<file path="src/rtl/hex_display_ctrl_if.sv">
// Control/data bundle between the host side and the hex display controller.
interface hex_display_ctrl_if #(
  parameter int DIGITS = 4
);
  logic                  Load;
  logic [4*DIGITS-1:0]   Data;
  logic                  BlankLZ;
  logic                  BlinkEn;
  logic [DIGITS-1:0]     BlinkMask;
  logic                  Pending;
  logic [7*DIGITS-1:0]   HexOut;
  logic [6:0]            ScanSeg;
  logic [DIGITS-1:0]     ScanAn;

  modport master (
    output Load, Data, BlankLZ, BlinkEn, BlinkMask,
    input  Pending, HexOut, ScanSeg, ScanAn
  );

  modport slave (
    input  Load, Data, BlankLZ, BlinkEn, BlinkMask,
    output Pending, HexOut, ScanSeg, ScanAn
  );
endinterface

</file>
<file path="src/rtl/hex_display_ctrl.sv">
// Multi-digit 7-segment controller: shadowed value committed on frame boundaries,
// parallel glyphs plus a multiplexed scan port, leading-zero blanking and blink.
module hex_display_ctrl #(
  parameter int DIGITS    = 4,
  parameter int SCAN_DIV  = 50000,
  parameter int BLINK_DIV = 25000000
) (
  input logic               Clk,
  input logic               Reset,
  hex_display_ctrl_if.slave bus
);
  localparam int SCW = (SCAN_DIV  > 1) ? $clog2(SCAN_DIV)  : 1;
  localparam int BCW = (BLINK_DIV > 1) ? $clog2(BLINK_DIV) : 1;
  localparam int IW  = (DIGITS    > 1) ? $clog2(DIGITS)    : 1;

  logic [DIGITS-1:0][3:0] shadow, disp;
  logic                   pending;
  logic [SCW-1:0]         scan_cnt;
  logic [IW-1:0]          scan_idx;
  logic [BCW-1:0]         blink_cnt;
  logic                   blink_on;
  logic [DIGITS-1:0][6:0] hex_q, hex_n;
  logic [6:0]             seg_q, seg_n;
  logic [DIGITS-1:0]      an_q, an_n;
  logic                   scan_term, blink_term, frame, upper_zero;

  function automatic logic [6:0] glyph(input logic [3:0] v);
    case (v)
      4'h0: glyph = 7'b0000001; 4'h1: glyph = 7'b1001111;
      4'h2: glyph = 7'b0010010; 4'h3: glyph = 7'b0000110;
      4'h4: glyph = 7'b1001100; 4'h5: glyph = 7'b0100100;
      4'h6: glyph = 7'b0100000; 4'h7: glyph = 7'b0001111;
      4'h8: glyph = 7'b0000000; 4'h9: glyph = 7'b0001100;
      4'hA: glyph = 7'b0001000; 4'hB: glyph = 7'b1100000;
      4'hC: glyph = 7'b0110001; 4'hD: glyph = 7'b1000010;
      4'hE: glyph = 7'b0110000; default: glyph = 7'b0111000;
    endcase
  endfunction

  assign scan_term  = (scan_cnt  == SCW'(SCAN_DIV - 1));
  assign blink_term = (blink_cnt == BCW'(BLINK_DIV - 1));
  assign frame      = scan_term && (scan_idx == IW'(DIGITS - 1));

  // Walk digits from the top so upper_zero tracks "this and all higher nibbles are zero".
  always_comb begin
    hex_n      = '0;
    an_n       = '1;
    upper_zero = 1'b1;
    for (int i = DIGITS - 1; i >= 0; i--) begin
      upper_zero = upper_zero && (disp[i] == 4'h0);
      if ((bus.BlankLZ && i > 0 && upper_zero) ||
          (bus.BlinkEn && bus.BlinkMask[i] && !blink_on))
        hex_n[i] = 7'b1111111;
      else
        hex_n[i] = glyph(disp[i]);
    end
    seg_n          = hex_n[scan_idx];
    an_n[scan_idx] = 1'b0;
  end

  always_ff @(posedge Clk or posedge Reset) begin
    if (Reset) begin
      shadow    <= '0;
      disp      <= '0;
      pending   <= 1'b0;
      scan_cnt  <= '0;
      scan_idx  <= '0;
      blink_cnt <= '0;
      blink_on  <= 1'b1;
      hex_q     <= '1;
      seg_q     <= '1;
      an_q      <= '1;
    end else begin
      if (bus.Load) shadow <= bus.Data;
      // A load landing on the boundary bypasses the shadow so it is never held a full frame.
      if (frame && bus.Load) begin
        disp    <= bus.Data;
        pending <= 1'b0;
      end else if (frame && pending) begin
        disp    <= shadow;
        pending <= 1'b0;
      end else if (bus.Load) begin
        pending <= 1'b1;
      end

      if (scan_term) begin
        scan_cnt <= '0;
        scan_idx <= (scan_idx == IW'(DIGITS - 1)) ? '0 : scan_idx + 1'b1;
      end else begin
        scan_cnt <= scan_cnt + 1'b1;
      end

      if (blink_term) begin
        blink_cnt <= '0;
        blink_on  <= ~blink_on;
      end else begin
        blink_cnt <= blink_cnt + 1'b1;
      end

      hex_q <= hex_n;
      seg_q <= seg_n;
      an_q  <= an_n;
    end
  end

  assign bus.Pending = pending;
  assign bus.HexOut  = hex_q;
  assign bus.ScanSeg = seg_q;
  assign bus.ScanAn  = an_q;
endmodule

</file>
<file path="src/flat_wrapper.sv">
// flat-port wrapper written by rule: the top's interface ports become plain ports
module hex_display_ctrl_flat 
#(
  parameter int DIGITS    = 4,
  parameter int SCAN_DIV  = 50000,
  parameter int BLINK_DIV = 25000000
)
  (Clk, Reset, bus_Load, bus_Data, bus_BlankLZ, bus_BlinkEn, bus_BlinkMask, bus_Pending, bus_HexOut, bus_ScanSeg, bus_ScanAn);
  hex_display_ctrl_if #(.DIGITS(DIGITS)) bus_i ();
  input logic Clk;
  input logic Reset;
  input wire logic [$bits(bus_i.Load)-1:0] bus_Load;
  input wire logic [$bits(bus_i.Data)-1:0] bus_Data;
  input wire logic [$bits(bus_i.BlankLZ)-1:0] bus_BlankLZ;
  input wire logic [$bits(bus_i.BlinkEn)-1:0] bus_BlinkEn;
  input wire logic [$bits(bus_i.BlinkMask)-1:0] bus_BlinkMask;
  output wire logic [$bits(bus_i.Pending)-1:0] bus_Pending;
  output wire logic [$bits(bus_i.HexOut)-1:0] bus_HexOut;
  output wire logic [$bits(bus_i.ScanSeg)-1:0] bus_ScanSeg;
  output wire logic [$bits(bus_i.ScanAn)-1:0] bus_ScanAn;
  assign bus_i.Load = bus_Load;
  assign bus_i.Data = bus_Data;
  assign bus_i.BlankLZ = bus_BlankLZ;
  assign bus_i.BlinkEn = bus_BlinkEn;
  assign bus_i.BlinkMask = bus_BlinkMask;
  assign bus_Pending = bus_i.Pending;
  assign bus_HexOut = bus_i.HexOut;
  assign bus_ScanSeg = bus_i.ScanSeg;
  assign bus_ScanAn = bus_i.ScanAn;
  hex_display_ctrl #(.DIGITS(DIGITS), .SCAN_DIV(SCAN_DIV), .BLINK_DIV(BLINK_DIV)) u_core (.Clk(Clk), .Reset(Reset), .bus(bus_i));
endmodule
</file>
<file path="config.mk">
export PLATFORM = sky130hd
export DESIGN_NAME = hex_display_ctrl_flat
export DESIGN_NICKNAME = d
export VERILOG_FILES = /design/src/rtl/hex_display_ctrl_if.sv /design/src/rtl/hex_display_ctrl.sv /design/src/flat_wrapper.sv
export SDC_FILE = /design/constraint.sdc
export NUM_CORES = 1
export LEC_CHECK = 0
export BUFFER_PORTS_ARGS = -buffer_cell sky130_fd_sc_hd__buf_4
export CAP_MARGIN = 20
export CELL_PAD_IN_SITES_DETAIL_PLACEMENT = 2
export CELL_PAD_IN_SITES_GLOBAL_PLACEMENT = 2
export CORE_ASPECT_RATIO = 1.75
export CORE_MARGIN = 8
export CORE_UTILIZATION = 38
export DETAILED_ROUTE_END_ITERATION = 12
export PLACE_DENSITY = 0.87
export SYNTH_ARGS = -nofsm -noshare
export SYNTH_HDL_FRONTEND = slang
export SYNTH_SLANG_ARGS = --single-unit
</file>
<file path="constraint.sdc">
create_clock -name Clk -period 4.1 [get_ports Clk]
set_clock_uncertainty 0.05 [all_clocks]
set_input_delay 0.205 -clock Clk [delete_from_list [all_inputs] [get_ports Clk]]
set_output_delay 0.205 -clock Clk [all_outputs]
set_load 0.01 [all_outputs]
</file>
==> impl_metrics.tcl, run 1 <==
set metrics [dict create \
    cellLeakagePower_nw 3.12 \
    synth_fp_nets 580 \
    clkSinkCount 116 \
    synth_compound_area_frac 0.122 \
    syn_inst 532 \
    synth_largest_area_cell "dfrtp_1" \
    final.setup.tns_ns 0 \
    start_util 0.384 \
    reg2reg_from "u_core.disp[12]$_DFFE_PP0N_" \
    period_share 0.644 \
    postCtsHoldBufs 16 \
    viasPerCell 5.52 \
    synth_warnings 0 \
    antenna_found_initial 0 \
    drc 0 \
    synth_seq_cells 116 \
    synth-simple-area-share 0.155 \
    holdPathStages 2 \
    insertion_delay_ns 0.42 \
    cts_root_buf "clkbuf_16" \
    drive_above_1_share 0.282 \
    grt_pass1_wl_um 29600 \
    fill_cells 1518 \
    overflow 0 \
    cap_violations 0 \
    layout.cells.non_filler 811 \
    peakVddDrop_mv 0.382 \
    period_minus_slack_ns 2.64 \
    fp.dieH_um 178 \
    synth_common_cells "76 x dfrtp_1, 53 x nand2_1, 40 x dfstp_2, 37 x nor2_1, 27 x o21ai_0" \
    tightestPinTransition_ns 1.15 \
    final_nets 663 \
    synth-adder-area-share 0.0507 \
    yosys-top-cells-area "dfrtp_1 34%, dfstp_2 19%, ha_1 5.1%" \
    fmax_ghz 0.379 \
    dp.cells 762 \
    hold_path_startpoint "bus_Data[6]" \
    io_buffers 64 \
    pin_count 65 \
    numCtsBuffers 17 \
    slew_violations 0 \
    crit_type "flip-flop to flip-flop" \
    area_growth_pct 26.3 \
    end_kind "flip-flop" \
    p_per_area_nw_per_um2 453 \
    clockBufferDepth 2 \
    synthFlopType "dfrtp_1" \
    hp-class "input pin to flip-flop" \
    htree_levels 4 \
    status "finished clean" \
    crit_required_ns 4.38 \
    globalplace.congestion 0.806 \
    syn_area_um2 5670 \
    final_hold_viol_count 0 \
    synth_cell_type_count 57 \
    initialDrtViolationCount 192 \
    ys_seq_area_frac 0.521 \
    critPathArrivalTime_ns 2.92 \
    vias 4474 \
    crit_fanout 11 \
    synth_top_family_by_area "simple AND/OR/NAND/NOR gates" \
    worstSetupStartpoint "u_core.disp[12]$_DFFE_PP0N_" \
    dp_hpwl_um 12600 \
    synth_mux_area_frac 0.0719 \
    cts_tree "done" \
    synth_edf_count 0 \
    grt_start_max_net_pins 51 \
    worst_slack_ns 1.46 \
    die_area_um2 19200 \
    pre_cts_slack_ns 1.51 \
    synth-xor-area-share 0.0494 \
    cts_setup_buffers 0 \
    core_um2 14800 \
    setup_violations 0 \
    grt_usage 0.202 \
    clk_pin_slew_worst_paths_ns 0.06 \
    reg2reg_depth 6 \
    first_pass_iters 4 \
    rsz0062_at_grt "false" \
    synth_most_common_cell "dfrtp_1" \
    n_antenna_cell 0 \
    synth_area_per_cell_um2 10.7 \
    startpoint_type "flip-flop" \
    grt_pass1_vias 5261 \
    post_cts_resized 0 \
    fp-row-count 59 \
    ant_nets 0 \
    synth_top_area_frac 0.335 \
    async_reset_ff_frac 1.00 \
    post_drt_wl_per_cell_um 22.3 \
    slew_headroom 0.226 \
    wl_um 18100 \
    die_x_um 108 \
]
==> through the flow <==
stage / instance area [um2] / hold slack (ns) / utilization / power (mW)
2_1_floorplan: 5670 / 0.288 / - / 1.43
3_3_place_gp: 6330 / 0.274 / 0.429 / 1.56
3_5_place_dp: 6330 / 0.286 / 0.429 / 1.58
4_1_cts: 7150 / 0.00253 / 0.485 / 3.29
5_1_grt: 7170 / 0.0147 / 0.485 / 3.36
6_report: 7170 / 0.0180 / 0.485 / 3.25
==> cells in the final DEF, fill, tap and decap left out, types with 13 or more instances in the layout <==
cell	Yosys	final
clkbuf_16	0	17
dfrtp_1	76	76
nand2_1	53	53
nand4_1	13	13
mux2_2	25	25
inv_1	23	22
o211ai_1	14	14
o21ai_0	27	27
dlygate4sd3_1	0	16
a21oi_1	16	16
ha_1	23	23
dfstp_2	40	40
a22oi_1	17	17
xnor2_1	16	16
buf_4	0	68
nand3_1	22	22
xor2_1	16	16
nor2_1	37	37
==> report_power, final <==
part	switching (mW)	internal [mW]	leakage [nW]
Clock	0.531	1.14	0.323
Sequential	0.0408	1.23	1.40
Combinational	0.172	0.137	1.40
Total	0.743	2.51	3.12
==> cells by family (layout without fill, tap and decap cells) <==
group                    after synthesis  count (layout)
XOR/XNOR                              32              32
AO/OA/AOI/OAI                        106             106
adder cells (fa/ha/maj)               23              23
AND/OR/NAND/NOR                      173             173
multiplexers                          36              36
buffers and inverters                 46             142
flip-flops                           116             116
==> area by class of cell <==
cell class,instances,area [um2],share of cell area
clock buffer,23,488,0.0681
clock inverter,9,173,0.0241
inverter,25,96.3,0.0134
multi-input combinational,370,2540,0.355
sequential,116,2950,0.412
tap,183,229,0.0320
timing repair buffer,85,682,0.0952
==> worst max-delay path, cell delays in order, from the launching register on <==
cell      delay (ns)
dfrtp_1         0.46
inv_1           0.11
ha_1            0.25
and4bb_2        0.29
a21oi_1         0.62
o21ai_0         0.25
mux4_2          0.51
==> final timing paths <==
path,endpoint,slack [ns]
max,u_core.bus.ScanSeg[5]$_DFF_PP1_,1.46
min,u_core.shadow[6]$_DFFE_PP0P_,0.02
max reg2reg,u_core.bus.ScanSeg[5]$_DFF_PP1_,1.46
min reg2reg,u_core.scan_cnt[15]$_DFF_PP0_,0.43
max in group asynchronous,u_core.bus.HexOut[0]$_DFF_PP1_,2.68
min in group asynchronous,u_core.blink_cnt[7]$_DFF_PP0_,0.40
==> routing by layer <==
| metal | track usage | part of all wire |
|---|---|---|
| met1 | 0.210 | 0.37 |
| met2 | 0.376 | 0.57 |
| met3 | 0.0378 | 0.025 |
| met4 | 0.0935 | 0.033 |
| met5 | 0 | 0 |
==> registers in the layout (all words and copies together), names as in the netlist <==
name,count
u_core.blink_cnt,25
u_core.blink_on,1
u_core.bus.HexOut,28
u_core.bus.Pending,1
u_core.bus.ScanAn,4
u_core.bus.ScanSeg,7
u_core.disp,16
u_core.scan_cnt,16
u_core.scan_idx,2
u_core.shadow,16
No activity file was read; power rests on OpenSTA's default activity.
==> run 2, diff against run 1 <==
--- a/config.mk
+++ b/config.mk
@@ -5,15 +5,16 @@
 export SDC_FILE = /design/constraint.sdc
 export NUM_CORES = 1
 export LEC_CHECK = 0
+export ABC_AREA = 1
 export BUFFER_PORTS_ARGS = -buffer_cell sky130_fd_sc_hd__buf_4
 export CAP_MARGIN = 20
 export CELL_PAD_IN_SITES_DETAIL_PLACEMENT = 2
 export CELL_PAD_IN_SITES_GLOBAL_PLACEMENT = 2
 export CORE_ASPECT_RATIO = 1.75
 export CORE_MARGIN = 8
-export CORE_UTILIZATION = 38
+export CORE_UTILIZATION = 35
 export DETAILED_ROUTE_END_ITERATION = 12
-export PLACE_DENSITY = 0.87
+export PLACE_DENSITY = 0.89
 export SYNTH_ARGS = -nofsm -noshare
 export SYNTH_HDL_FRONTEND = slang
 export SYNTH_SLANG_ARGS = --single-unit
==> constraint.sdc (replaced) <==
create_clock -name Clk -period 2.8 [get_ports Clk]
set_clock_uncertainty 0.05 [all_clocks]
set_input_delay 0.14 -clock Clk [delete_from_list [all_inputs] [get_ports Clk]]
set_output_delay 0.14 -clock Clk [all_outputs]
set_load 0.01 [all_outputs]
==> impl_metrics.tcl, run 2 <==
set metrics [dict create \
    setup_violations 0 \
    layout.cells.non_filler 1199 \
    crit_type "flip-flop to flip-flop" \
    synth_common_cells "257 x nand2_1, 122 x nor2_1, 111 x inv_1, 78 x nand3_1, 76 x dfrtp_1" \
    path_common_cell "nand2_1" \
    grt_usage 0.215 \
    n_antenna_cell 0 \
    clkSinkCount 116 \
    grt_start_max_net_pins 104 \
    pin_count 65 \
    fp-row-count 66 \
    tightestPinTransition_ns 0.794 \
    crit_fanout 14 \
    synth_area_per_cell_um2 7.50 \
    startpoint_type "flip-flop" \
    insertion_delay_ns 0.42 \
    antenna_found_initial 0 \
    wl_um 23900 \
    end_kind "flip-flop" \
    period_minus_slack_ns 2.05 \
    htree_levels 4 \
    peakVddDrop_mv 0.309 \
    syn_inst 865 \
    p_per_area_nw_per_um2 522 \
    die_area_um2 23300 \
    initialDrtViolationCount 157 \
    clockPowerShare 0.519 \
    fmax_ghz 0.488 \
    crit_family "simple AND/OR/NAND/NOR gates" \
    synth_largest_area_cell "dfrtp_1" \
    drc 0 \
    slew_violations 0 \
    rsz0062_at_grt "false" \
    dp_hpwl_um 16900 \
    overflow 0 \
    slew_headroom 0.470 \
    seqPwrFrac 0.423 \
    final_hold_viol_count 0 \
    start_util 0.352 \
    layout_commonest_cell "nand2_1" \
    first_pass_iters 4 \
    synth_fp_nets 913 \
    grt_pass1_vias 7180 \
    yosys-top-cells-area "dfrtp_1 29%, dfstp_2 16%, nand2_1 15%" \
    fill_cells 2114 \
    synth_cell_type_count 33 \
    synth_warnings 0 \
    final.setup.tns_ns 0 \
    r2r_setup_slack_ns 0.75 \
    clockBufferDepth 2 \
    cellLeakagePower_nw 3.97 \
    status "finished clean" \
    cap_violations 0 \
    ys_seq_area_frac 0.455 \
    p_comb_frac 0.058 \
    cts_setup_buffers 0 \
    synthFlopType "dfrtp_1" \
    p_sw_frac 0.221 \
    synth_edf_count 0 \
    hp-class "input pin to flip-flop" \
    intPower_mw 3.23 \
    cp_slowest_stage_delay_ns 0.47 \
    synth_top_area_frac 0.293 \
    die_x_um 119 \
    p_switching_mw 0.915 \
    syn_area_um2 6490 \
    area_growth_pct 22.4 \
    core_um2 18400 \
    crit_chain "inv_1 > ha_1 > nand2_1 > inv_1 > nand2_1 > nor2_4 > nor2_4 > nand3_1 > nand3_1 > nand2_1" \
    drive_above_1_share 0.172 \
    cts_tree "done" \
    async_reset_ff_frac 1.00 \
    fp.dieH_um 196 \
    cpMaxStageDelayCell "dfrtp_1" \
    finalPower_mw 4.15 \
    ant_nets 0 \
    period_share 0.732 \
    critPathArrivalTime_ns 2.33 \
    vias 6106 \
    synth_seq_cells 116 \
    worst-path-buf-inv 2 \
    final_nets 996 \
    io_buffers 64 \
    crit_required_ns 3.08 \
    globalplace.congestion 0.858 \
    cts_root_buf "clkbuf_16" \
    grt_pass1_wl_um 38800 \
    dp.cells 1149 \
    post_drt_wl_per_cell_um 19.9 \
    layout_common_cells "257 x nand2_1, 122 x nor2_1, 110 x inv_1, 78 x nand3_1, 76 x dfrtp_1" \
    synth_most_common_cell "nand2_1" \
    clk_pin_slew_worst_paths_ns 0.05 \
    numCtsBuffers 17 \
    largest_reg_flops 28 \
    viasPerCell 5.09 \
]
[run 2: metal layers]
layer  GRT usage  share of wire  up-vias
li1            -              -     2855
met1       0.188           0.34     3078
met2       0.435           0.59      118
met3      0.0420          0.027       55
met4       0.119          0.046        0
met5           0              0        -
[run 2: cells by family after synthesis]
family | Yosys count | share of synthesized area
compound gates | 46 | 0.0368
xor+xnor | 19 | 0.0256
buf+inv | 137 | 0.0854
flops | 116 | 0.455
simple gates | 524 | 0.353
fa+ha+maj | 23 | 0.0444
[run 2: path summary, 6_finish.rpt]
kind | start | cells after the start | end
max in group asynchronous | Reset | 4 | u_core.bus.HexOut[3]$_DFF_PP1_
min in group asynchronous | Reset | 3 | u_core.blink_cnt[8]$_DFF_PP0_
setup / recovery | u_core.disp[12]$_DFFE_PP0N_ | 10 | u_core.bus.ScanSeg[1]$_DFF_PP1_
hold / removal | bus_Load | 3 | u_core.shadow[1]$_DFFE_PP0P_
hold reg to reg | u_core.shadow[1]$_DFFE_PP0P_ | 2 | u_core.shadow[1]$_DFFE_PP0P_
setup reg to reg | u_core.disp[12]$_DFFE_PP0N_ | 10 | u_core.bus.ScanSeg[1]$_DFF_PP1_
[run 2: repair_timing]
action,CTS,global route
endpoints found under the setup margin,0,0
hold endpoints to repair,28,0
hold buffers,18,0
resized for setup,0,0
[run 2: final cells by class]
class,instances,area [um2],share of cell area
tap,238,298,0.0375
timing repair buffer,85,696,0.0876
multi-input combinational,612,2980,0.375
sequential,116,2950,0.372
clock buffer,28,507,0.0638
inverter,116,439,0.0553
clock inverter,4,70.1,0.00882
[run 2: worst min-delay path, cell delays in order]
cell	delay, ns
buf_4	0.18
nand2_1	0.07
nand2_1	0.07
[run 2: power groups by stage]
| stage | clock (mW) | sequential, mW | combinational (mW) |
|---|---|---|---|
| 6_report | 2.15 | 1.76 | 0.239 |
| 4_1_cts | 2.20 | 1.75 | 0.239 |
| 5_1_grt | 2.26 | 1.76 | 0.262 |
| 3_5_place_dp | 0 | 1.78 | 0.214 |
| 2_1_floorplan | 0 | 1.78 | 0.0965 |
| 3_3_place_gp | 0 | 1.78 | 0.204 |
[run 2: through the flow]
step / hold WS [ns] / worst slack [ns] / utilization / cell area (um2)
after detailed placement: 0.0901 / 0.789 / 0.390 / 7190
after CTS: 0.0138 / 0.717 / 0.431 / 7940
after global placement: 0.0823 / 0.878 / 0.390 / 7190
after floorplan: 0.222 / 1.23 / - / 6490
after global routing: 0.0422 / 0.577 / 0.431 / 7940
final: 0.0427 / 0.751 / 0.431 / 7940
